**config.mk**
```make
export PLATFORM = sky130hd
export DESIGN_NAME = lsu_ctrl
export DESIGN_NICKNAME = d
export VERILOG_FILES = /design/src/rtl/lsu_ctrl.sv
export SDC_FILE = /design/constraint.sdc
export NUM_CORES = 1
export LEC_CHECK = 0
export CORE_ASPECT_RATIO = 1.5
export CORE_MARGIN = 8
export CORE_UTILIZATION = 49
export DETAILED_ROUTE_END_ITERATION = 10
export MAX_ROUTING_LAYER = met4
export PLACE_DENSITY = 0.93
export SYNTH_ARGS = -nofsm -noshare
export SYNTH_HDL_FRONTEND = slang
export SYNTH_SLANG_ARGS = --single-unit
```
**constraint.sdc**
```tcl
create_clock -name clk -period 2.95 [get_ports clk]
set_input_delay 0.59 -clock clk [delete_from_list [all_inputs] [get_ports clk]]
set_output_delay 0.59 -clock clk [all_outputs]
set_load 0.02 [all_outputs]
```
**src/rtl/lsu_ctrl.sv**
```systemverilog
// Load/store unit controller: turns a Memory-stage access into a single bus
// transaction, stalls the pipeline while it is outstanding, and extends load data.
module lsu_ctrl #(
    parameter int TIMEOUT = 255
) (
    input  logic        clk,
    input  logic        reset,
    input  logic        MemWriteM,
    input  logic [1:0]  ResultSrcM,
    input  logic [2:0]  funct3M,
    input  logic [31:0] ALUResultM,
    input  logic [31:0] WriteDataM,
    output logic [31:0] ReadDataM,
    output logic        StallLSU,
    output logic        LsuExcM,
    output logic        BusErrM,
    output logic        mem_req,
    output logic        mem_we,
    output logic [31:0] mem_addr,
    output logic [31:0] mem_wdata,
    output logic [3:0]  mem_be,
    input  logic        mem_gnt,
    input  logic        mem_rvalid,
    input  logic [31:0] mem_rdata,
    output logic [2:0]  dbgState
);

    localparam int CNT_W = ($clog2(TIMEOUT + 1) > 8) ? $clog2(TIMEOUT + 1) : 8;

    typedef enum logic [2:0] {
        IDLE = 3'd0,
        REQ  = 3'd1,
        WAIT = 3'd2,
        DONE = 3'd3,
        ERR  = 3'd4
    } stateT;

    stateT             state;
    logic [CNT_W-1:0]  cnt;
    logic [31:0]       addrReg;
    logic              weReg;
    logic [2:0]        f3Reg;
    logic [31:0]       wdataReg;
    logic [3:0]        beReg;
    logic [31:0]       readData;
    logic              busErr;

    logic        accValid;
    logic        f3Legal;
    logic        misaligned;
    logic        accOk;
    logic        timeoutHit;
    logic [3:0]  beNext;
    logic [31:0] wdataNext;
    logic [7:0]  rdByte;
    logic [15:0] rdHalf;
    logic [31:0] loadExt;

    // Bus handshake: mem_req is held high with mem_addr/mem_we/mem_wdata/mem_be
    // stable until a cycle in which mem_gnt is high, which accepts the request at
    // that clock edge. mem_rvalid is a one-cycle strobe qualifying mem_rdata and is
    // honoured only while waiting for load data; at any other time it is ignored.
    assign accValid   = MemWriteM | (ResultSrcM == 2'b01);
    assign misaligned = ((funct3M[1:0] == 2'b01) && ALUResultM[0]) ||
                        ((funct3M[1:0] == 2'b10) && (ALUResultM[1:0] != 2'b00));
    assign accOk      = accValid && f3Legal && !misaligned;
    assign timeoutHit = (cnt == CNT_W'(TIMEOUT));

    always_comb begin
        f3Legal = 1'b0;
        if (MemWriteM) begin
            f3Legal = (funct3M == 3'b000) || (funct3M == 3'b001) || (funct3M == 3'b010);
        end else begin
            f3Legal = (funct3M == 3'b000) || (funct3M == 3'b001) || (funct3M == 3'b010) ||
                      (funct3M == 3'b100) || (funct3M == 3'b101);
        end
    end

    // Store lanes are formatted at capture time so the bus sees only registers.
    always_comb begin
        beNext    = 4'b1111;
        wdataNext = 32'd0;
        if (MemWriteM) begin
            case (funct3M[1:0])
                2'b00: begin
                    beNext    = 4'b0001 << ALUResultM[1:0];
                    wdataNext = {4{WriteDataM[7:0]}};
                end
                2'b01: begin
                    beNext    = ALUResultM[1] ? 4'b1100 : 4'b0011;
                    wdataNext = {2{WriteDataM[15:0]}};
                end
                default: begin
                    beNext    = 4'b1111;
                    wdataNext = WriteDataM;
                end
            endcase
        end
    end

    always_comb begin
        rdByte = mem_rdata[7:0];
        case (addrReg[1:0])
            2'b00:   rdByte = mem_rdata[7:0];
            2'b01:   rdByte = mem_rdata[15:8];
            2'b10:   rdByte = mem_rdata[23:16];
            default: rdByte = mem_rdata[31:24];
        endcase
        rdHalf = addrReg[1] ? mem_rdata[31:16] : mem_rdata[15:0];
        case (f3Reg)
            3'b000:  loadExt = {{24{rdByte[7]}}, rdByte};
            3'b100:  loadExt = {24'd0, rdByte};
            3'b001:  loadExt = {{16{rdHalf[15]}}, rdHalf};
            3'b101:  loadExt = {16'd0, rdHalf};
            default: loadExt = mem_rdata;
        endcase
    end

    always_ff @(posedge clk) begin
        if (reset) begin
            state    <= IDLE;
            cnt      <= '0;
            addrReg  <= 32'd0;
            weReg    <= 1'b0;
            f3Reg    <= 3'd0;
            wdataReg <= 32'd0;
            beReg    <= 4'd0;
            readData <= 32'd0;
            busErr   <= 1'b0;
        end else begin
            busErr <= 1'b0;
            case (state)
                IDLE: begin
                    if (accOk) begin
                        addrReg  <= ALUResultM;
                        weReg    <= MemWriteM;
                        f3Reg    <= funct3M;
                        wdataReg <= wdataNext;
                        beReg    <= beNext;
                        cnt      <= '0;
                        state    <= REQ;
                    end
                end
                REQ: begin
                    // Saturating keeps a grant taken at the limit from escaping the timeout.
                    cnt <= timeoutHit ? cnt : cnt + 1'b1;
                    if (mem_gnt) begin
                        if (weReg) begin
                            readData <= 32'd0;
                            state    <= DONE;
                        end else begin
                            state <= WAIT;
                        end
                    end else if (timeoutHit) begin
                        readData <= 32'd0;
                        busErr   <= 1'b1;
                        state    <= ERR;
                    end
                end
                WAIT: begin
                    cnt <= timeoutHit ? cnt : cnt + 1'b1;
                    if (mem_rvalid) begin
                        readData <= loadExt;
                        state    <= DONE;
                    end else if (timeoutHit) begin
                        readData <= 32'd0;
                        busErr   <= 1'b1;
                        state    <= ERR;
                    end
                end
                DONE:    state <= IDLE;
                ERR:     state <= IDLE;
                default: state <= IDLE;
            endcase
        end
    end

    assign StallLSU  = !reset && (((state == IDLE) && accOk) || (state == REQ) || (state == WAIT));
    assign LsuExcM   = !reset && (state == IDLE) && accValid && !accOk;
    assign mem_req   = !reset && (state == REQ);
    assign mem_we    = weReg;
    assign mem_addr  = {addrReg[31:2], 2'b00};
    assign mem_wdata = wdataReg;
    assign mem_be    = beReg;
    assign ReadDataM = readData;
    assign BusErrM   = busErr;
    assign dbgState  = state;

endmodule

```
# --- Word-level counts from Yosys, hierarchy flattened ---
# Cells that the tools add are included.
classes:
  reduce_logical: 32
  eq_ne: 18
  shifts: 1
  bitwise_logic: 1
  muxes: 27
  add_sub_neg: 1
op_table:
  columns: ["operator", "n"]
  rows:
  - ["two-way mux 32 bit", 5]
  - ["one-hot mux 32 bit (2 select lines)", 2]
  - ["one-hot mux 32 bit (4 select lines)", 1]
  - ["one-hot mux 8 bit (3 select lines)", 1]
  - ["two-way mux 16 bit", 1]
  - ["two-way mux 8 bit", 2]
  - ["one-hot mux 8 bit (2 select lines)", 1]
  - ["== test 3 bit (second input constant)", 4]
  - ["two-way mux 3 bit", 4]
  - ["logical AND 1 bit", 10]
  - ["== test 3 x 1 -> 1 bit (second input constant)", 3]
  - ["zero test 3 bit", 3]
  - ["one-hot mux 3 bit (3 select lines)", 1]
  - ["adder 8 x 1 -> 8 bit (second input constant)", 1]
  - ["== test 8 bit (second input constant)", 1]
  - ["two-way mux 4 bit", 2]
  - ["one-hot mux 4 bit (2 select lines)", 1]
  - ["logical OR 1 bit", 7]
  - ["== test 2 x 1 -> 1 bit (second input constant)", 3]
  - ["== test 3 x 2 -> 1 bit (second input constant)", 2]
  - ["nonzero test 2 bit", 3]
  - ["two-way mux 1 bit", 5]
  - ["== test 2 bit (second input constant)", 2]
  - ["zero test 2 bit", 2]
  - ["other kinds (9)", 13]
totals:
  in_bits: 106
  ff_bits: 116
  output_inout_bits: 108

# --- Longest topological paths before layout ---
# Gate-level depths: netlist (run 1).
depth:
  depth_word: 12
  depth_mapped: 7
  depth_no_buf: 5

# --- Worst setup path before layout (run 1) ---
# No wires, ideal clock.
synth_timing:
  kind: "input-to-output"
  startpoint: "input reset"
  endpoint: "output LsuExcM"
  stages: 3
  setup_slack_ns: 0.607
  required_time_ns: 2.360
  path_buffers: 2
  arrival_time_ns: 1.753
  cell_sequence: "clkbuf_1 > clkbuf_1 > nor4_1"
synth_via:
  elab_chain_cells: 4
synth_lines:
  columns: ["element", "line_no", "rtl"]
  rows:
  - ["from (decl)", "7", "input logic reset,"]
  - ["zero test 1 bit", "179", "assign LsuExcM = !reset && (state == IDLE) && accValid && !accOk;"]
  - ["logical AND 1 bit (3 in a row)", "179", null]
  - ["to (decl)", "15", "output logic LsuExcM,"]
# Every way passes these cells.

# --- Worst setup path after layout (run 1) ---
layout_timing:
  startpoint: "input ALUResultM[0]"
  endpoint: "output StallLSU"
layout_via:
  elab_chain_cells: 9
  elab_cells_between_ends: 10
  cone_classes: "reduce/logical (10)"
layout_lines:
  columns: ["element", "line_no", "rtl"]
  rows:
  - ["from (decl)", "11", "input logic [31:0] ALUResultM,"]
  - ["nonzero test 2 bit", "65", "((funct3M[1:0] == 2'b10) && (ALUResultM[1:0] != 2'b00));"]
  - ["logical AND 1 bit", "65", null]
  - ["logical OR 1 bit (*)", "64", "assign misaligned = ((funct3M[1:0] == 2'b01) && ALUResultM[0]) ||"]
  - ["zero test 1 bit (*)", "66", "assign accOk = accValid && f3Legal && !misaligned;"]
  - ["logical AND 1 bit (*)", "66", null]
  - ["logical AND 1 bit (*)", "178", "assign StallLSU = !reset && (((state == IDLE) && accOk) || (state == REQ) || (state == WAIT));"]
  - ["logical OR 1 bit (*) (2 in a row)", "178", null]
  - ["logical AND 1 bit (*)", "178", null]
  - ["to (decl)", "14", "output logic StallLSU,"]
# Every way passes the cells marked *; elsewhere a longest branch is shown, timed or not.

==> results.md, run 1 <==
* Hold Startpoint: addrReg[29]
* Largest cells by area after synthesis: dfxtp_1, nand2_1, a21oi_1
* Routed wire length at 19.1 mm
* Synth unique cells at 61
* Largest net degree at the start of global routing at 76
* Warnings, synthesis at 0
* DP HPWL at 13.9 mm
* Outcome: finished clean
* First-pass GRT wire length at 30.2 mm
* Die W at 105 um
* Post-synth EDFFs at 0
* WP buf/inv at 4
* Max Root-Sink Buffers at 2
* Final nets at 989
* All-Layer GR Usage at 24.3%
* DRT iter0 DRCs at 414
* DRC at 0
* Placer Congestion at 0.876
* Starting Density at 49.6%
* Clock Skew at 0.0107 ns
* Sw Share at 26.9%
* CTS tree: yes
* Reg clk slew, reported paths at 0.05 ns
* R2R setup slack at 0.88 ns
* Power Density at 531 nW/um2
* Slowest cell on crit path: clkdlybuf4s50_1
* GRT overflow at 0
* Register bit total from synthesis at 116
* Worst flop-to-flop path startpoint: f3Reg[0]
* WHS Path Cells at 2
* Vias in the first global route at 5,935
* # IOs at 214
* Dominant synthesized flop cell: dfxtp_1
* Crit start category: primary input
* Register area share after synthesis at 39.6%
* Share of the synthesized area in the top cell type at 39.6%
* Layout cells sized above 1 at 10.2%
* Crit-path leading delay family: buffers and inverters
* Tcrit/Tclk final at 94.3%
* Initial antenna violation count at 0
* Post-synthesis cell area at 5860 um2
* Total setup buffers inserted after CTS at 0
* Clock Power Share at 45.8%
* Worst Hold Class: flip-flop to flip-flop
* Clock root buffer: clkbuf_16
* Syn avg cell area at 8.19 um2
* Final hold vios at 0
* Hold-fix buffers, CTS at 0
* Clock latency on the worst-skew pair at 0.41 ns
* Final worst slack at 0.168 ns
* Most Frequent Cell on Critical Path: buf_4
* CP arrival at 2.19 ns
* Placed inst area at 7860 um2
* ANT cells at 0
* Die area at 15,800 um2
* Leak Pwr at 2.97 nW
* Sequential Power Share at 36.9%
* Area Growth Syn to Fin at 44.3%
* Worst vdd ir at 0.418 mV
* DRT antenna net count at 0
* Row count at 49
* Core Area at 11,800 um2
* Highest Clock Rate at 359 MHz
* Post-synth ARST share at 0%
* Mapped Cells at 716
* Minimum clock period at 2.78 ns
* Routed WL per cell at 18.2 um
* Max Slew Vio Count at 0
* Cell-internal power at 3.28 mW
* Relative slew slack at 45.9%
* Buffers added on ports at 211
* Post-synth top area cell: dfxtp_1
* FF-to-FF End: ReadDataM[15]
* RSZ-0062 raised after global routing: false
* Net Sw Power at 1.21 mW
* Setup TNS at 0 ns
* End of the worst hold path: addrReg[29]
* Critical path type: primary input to primary output
* Post-Layout Inst Area at 8460 um2
* Clk sinks at 116
* Vias at 6,010
* Least-Margin Pin Slew at 0.810 ns
* H-tree depth at 4
* Worst Reg2Reg Path Length in Cells at 4
* Critical Path Max Stage Delay at 0.52 ns
* Pre-antenna DRT Iters at 6
* Die Ht at 150 um
* CTS Buf Count at 17
* Comb power frac at 17.3%
* Max cap viols at 0
* Post-place setup slack at 0.0677 ns
* Peak fanout along the critical path at 3
* CP Cell Sequence: clkdlybuf4s50_1 > a221oi_2 > buf_4 > o221ai_4 > a21o_1 > inv_1 > buf_4
* Vias per inst at 5.73
* # setup viols final at 0
* Crit path required time at 2.36 ns
* CP Capture Type: primary output
synthesized netlist by cell type, types with 10 or more instances:
cell type	instances
dfxtp_1	116
o21ai_0	39
nand3_1	44
a22o_1	13
inv_1	10
a31oi_1	11
nor2b_1	13
a21oi_1	79
a21o_1	15
buf_4	38
buf_2	13
mux2_2	18
nor2_1	16
nand2_1	136
clkbuf_1	34
area by class of cell:
cell class	instances	area, um2
Clock buffer	19	453
Clock inverter	13	148
Fill cell	891	3370
Inverter	10	37.5
Multi-Input combinational cell	501	2990
Sequential cell	116	2320
Tap cell	153	191
Timing Repair Buffer	236	2320
power groups by stage:
stage          combinational [mW]  sequential, mW  clock, mW
2_1_floorplan               0.418            1.71          0
3_3_place_gp                0.754            1.69          0
3_5_place_dp                0.765            1.69          0
4_1_cts                     0.773            1.66       2.08
5_1_grt                     0.834            1.66       2.15
6_report                    0.776            1.66       2.06
kinds of logic (layout without fill, tap and decap cells):
family	Yosys count	count (layout)	synth area share (%)
AND/OR/NAND/NOR	252	252	20.3
AO/OA/AOI/OAI	216	216	24.5
flip-flops	116	116	39.6
buffers and inverters	100	278	9.62
multiplexers	27	27	5.21
XOR/XNOR	3	3	0.576
adder cells (fa/ha/maj)	1	1	0.213
other	1	2	0.0639
layer usage:
| layer | up-vias | wire length, um | part of all wire [%] | track usage (%) |
|---|---|---|---|---|
| li1 | 2851 | - | - | - |
| met4 | 0 | 830 | 4.3 | 13.3 |
| met1 | 2806 | 7060 | 37 | 25.2 |
| met3 | 60 | 1390 | 7.3 | 6.21 |
| met5 | - | 0 | 0 | - |
| met2 | 293 | 9840 | 51 | 41.5 |
worst reg2reg max path, stage by stage (launching register included):
cell      delay [ns]
dfxtp_1         0.72
nor2b_1         0.27
a32oi_2         0.53
o211ai_1        0.21
a22o_1          0.25
stage by stage:
| step | utilization [%] | power, mW | hold slack [ns] | cells |
|---|---|---|---|---|
| detailed placement | 66.4 | 2.46 | 0.445 | 1016 |
| global route | 71.5 | 4.65 | 0.466 | 1048 |
| finish | 71.5 | 4.49 | 0.451 | 1048 |
| global placement | 66.4 | 2.44 | 0.437 | 1016 |
| floorplan | - | 2.13 | 0.437 | 717 |
| CTS | 71.5 | 4.52 | 0.453 | 1048 |
cells in the final DEF, fill, tap and decap left out, drive strengths merged, types with 15 or more instances in the layout:
| cell | n |
|---|---|
| clkdlybuf4s50 | 208 |
| nand2 | 136 |
| dfxtp | 116 |
| a21oi | 80 |
| nand3 | 44 |
| o21ai | 39 |
| buf | 27 |
| clkbuf | 19 |
| mux2 | 18 |
| nor2 | 16 |
| a21o | 15 |
worst max path at each step:
stage | start | end | slack, ns | cells past startpoint
global placement | ResultSrcM[0] | LsuExcM | 0.17 | 5
finish | ALUResultM[0] | StallLSU | 0.17 | 7
detailed placement | ResultSrcM[0] | LsuExcM | 0.07 | 5
global route | funct3M[0] | StallLSU | 0.06 | 7
floorplan | reset | LsuExcM | 0.61 | 3
CTS | ResultSrcM[0] | LsuExcM | 0.04 | 5
registers in the layout (all words and copies together), names as in the netlist:
name,count
BusErrM,1
f3Reg,3
mem_be,4
ReadDataM,32
dbgState,3
cnt,8
mem_wdata,32
addrReg,32
mem_we,1
repair_timing:
action	in CTS	in global routing
resized for setup	0	1
hold endpoints to repair	0	0
setup endpoints to repair	0	1
Power figures use the tool's default switching activity.
==> run 2, diff against run 1 <==
- CORE_UTILIZATION: 49 -> 45
- PLACE_DENSITY: 0.93 -> 0.87
- clock period: 2.95 -> 2.9 ns (I/O delays scaled with it)
==> results.md, run 2 (same netlist as run 1, synthesis figures left out) <==
* First-pass GRT wire length at 29.5 mm
* DRC at 0
* Outcome: finished clean
* Worst flop-to-flop path startpoint: dbgState[2]
* Row count at 51
* Max Slew Vio Count at 0
* # IOs at 214
* Vias in the first global route at 5,839
* Core Area at 12,900 um2
* Die Ht at 156 um
* Die W at 109 um
* Max cap viols at 0
* DRT iter0 DRCs at 344
* CTS tree: yes
* CTS Buf Count at 17
* WHS Path Cells at 2
* DP HPWL at 13.9 mm
* DRT antenna net count at 0
* RSZ-0062 raised after global routing: false
* Setup TNS at 0 ns
* CP arrival at 2.18 ns
* Layout cells sized above 1 at 10.0%
* Crit path required time at 2.32 ns
* Critical Path Max Stage Delay at 0.50 ns
* Highest Clock Rate at 362 MHz
* Met1 Resource Use GR at 24.2%
* Tot Pwr at 4.70 mW
* Peak fanout along the critical path at 3
* Minimum clock period at 2.76 ns
* Clk sinks at 116
* GR Util met3 at 5.79%
* Worst vdd ir at 0.336 mV
* Routed wire length at 19.2 mm
* Buffers added on ports at 211
* # setup viols final at 0
* Clock latency on the worst-skew pair at 0.41 ns
* Final hold vios at 0
* Fin cells at 1,055
* Slowest cell on crit path: clkdlybuf4s50_1
* Routed WL per cell at 18.2 um
* Hold Startpoint: mem_wdata[18]
* ANT cells at 0
* Area Growth Syn to Fin at 45.3%
* Critical path type: primary input to primary output
* Worst Reg2Reg Path Length in Cells at 5
* Starting Density at 45.5%
* CP Capture Type: primary output
* End of the worst hold path: mem_wdata[18]
* Reg clk slew, reported paths at 0.06 ns
* Leak Pwr at 3.00 nW
* Clock root buffer: clkbuf_16
* Largest net degree at the start of global routing at 73
* GRT overflow at 0
* Final core occ at 66.1%
* Least-Margin Pin Slew at 0.734 ns
* Vias at 5,879
* Most utilized layer in the global route result: met2
* CP Cell Sequence: clkdlybuf4s50_1 > a221oi_2 > buf_4 > o221ai_4 > a21o_1 > inv_1 > buf_4
* Initial antenna violation count at 0
* Worst Hold Class: flip-flop to flip-flop
* H-tree depth at 4
* Pre-antenna DRT Iters at 5
* Tcrit/Tclk final at 95.3%
* Max Root-Sink Buffers at 2
* Most Frequent Cell on Critical Path: buf_4
* Power Density at 552 nW/um2
* All-Layer GR Usage at 22.7%
* Die area at 17,000 um2
* Post-Layout Inst Area at 8520 um2
* R2R setup slack at 0.90 ns
* Placer Congestion at 0.865
* Global-route track usage on met2 at 38.0%
* Placed inst area at 7880 um2
* Clock Skew at 0.0114 ns
* Final nets at 990
* Crit start category: primary input
* FF-to-FF End: ReadDataM[0]
* Relative slew slack at 51.0%
* Placed insts at 1,022
* Most frequent cells in the layout: clkdlybuf4s50_1, nand2_1, dfxtp_1
* Commonest non-fill, non-tap cell in the layout: clkdlybuf4s50_1
* Vias per inst at 5.57
run 2: final cells by class:
type / instances / area, um2
clock inverters: 12 / 179
well taps: 159 / 199
inverters: 10 / 37.5
flip-flops and latches: 116 / 2320
multi-input cells: 501 / 2990
fillers: 1043 / 4370
clock buffers: 20 / 447
repair buffers: 237 / 2340
run 2: per-layer routing:
metal	share of wire [%]	up-vias
met5	0	-
met4	3.1	0
met3	7.2	39
met2	52	244
met1	38	2748
li1	-	2848
run 2: where the power goes:
| part | switching (mW) | internal [mW] | leakage [nW] |
|---|---|---|---|
| sequential | 0.0408 | 1.65 | 0.940 |
| clock | 0.762 | 1.46 | 0.297 |
| combinational | 0.413 | 0.375 | 1.76 |
run 2: how the worst max path moves through the flow:
stage                  start  endpoint  slack [ns]  depth (start not counted)
3_3_place_gp   ResultSrcM[0]   LsuExcM        0.13                          5
4_1_cts           funct3M[0]  StallLSU        0.08                          7
6_report       ALUResultM[0]  StallLSU        0.14                          7
3_5_place_dp      funct3M[0]  StallLSU        0.08                          7
2_1_floorplan          reset   LsuExcM        0.58                          3
5_1_grt        ALUResultM[0]  StallLSU        0.07                          7
run 2: worst max-delay path, delay by kind of cell:
family	cells	cell delay (ns)
compound gates	3	0.70
buf+inv	4	0.89
run 2: repair_timing:
action / 4_1_cts / 5_1_grt
setup endpoints to repair: 0 / 2
buffers inserted: 0 / 1
resized for setup: 0 / 2
hold buffers: 0 / 0
endpoints found under the hold margin: 0 / 0
run 2: metrics by stage:
| stage | hold slack, ns | setup slack (ns) |
|---|---|---|
| after global routing | 0.472 | 0.0655 |
| after global placement | 0.438 | 0.127 |
| after floorplan | 0.437 | 0.577 |
| after detailed placement | 0.444 | 0.0827 |
| final | 0.449 | 0.136 |
| after CTS | 0.452 | 0.0780 |
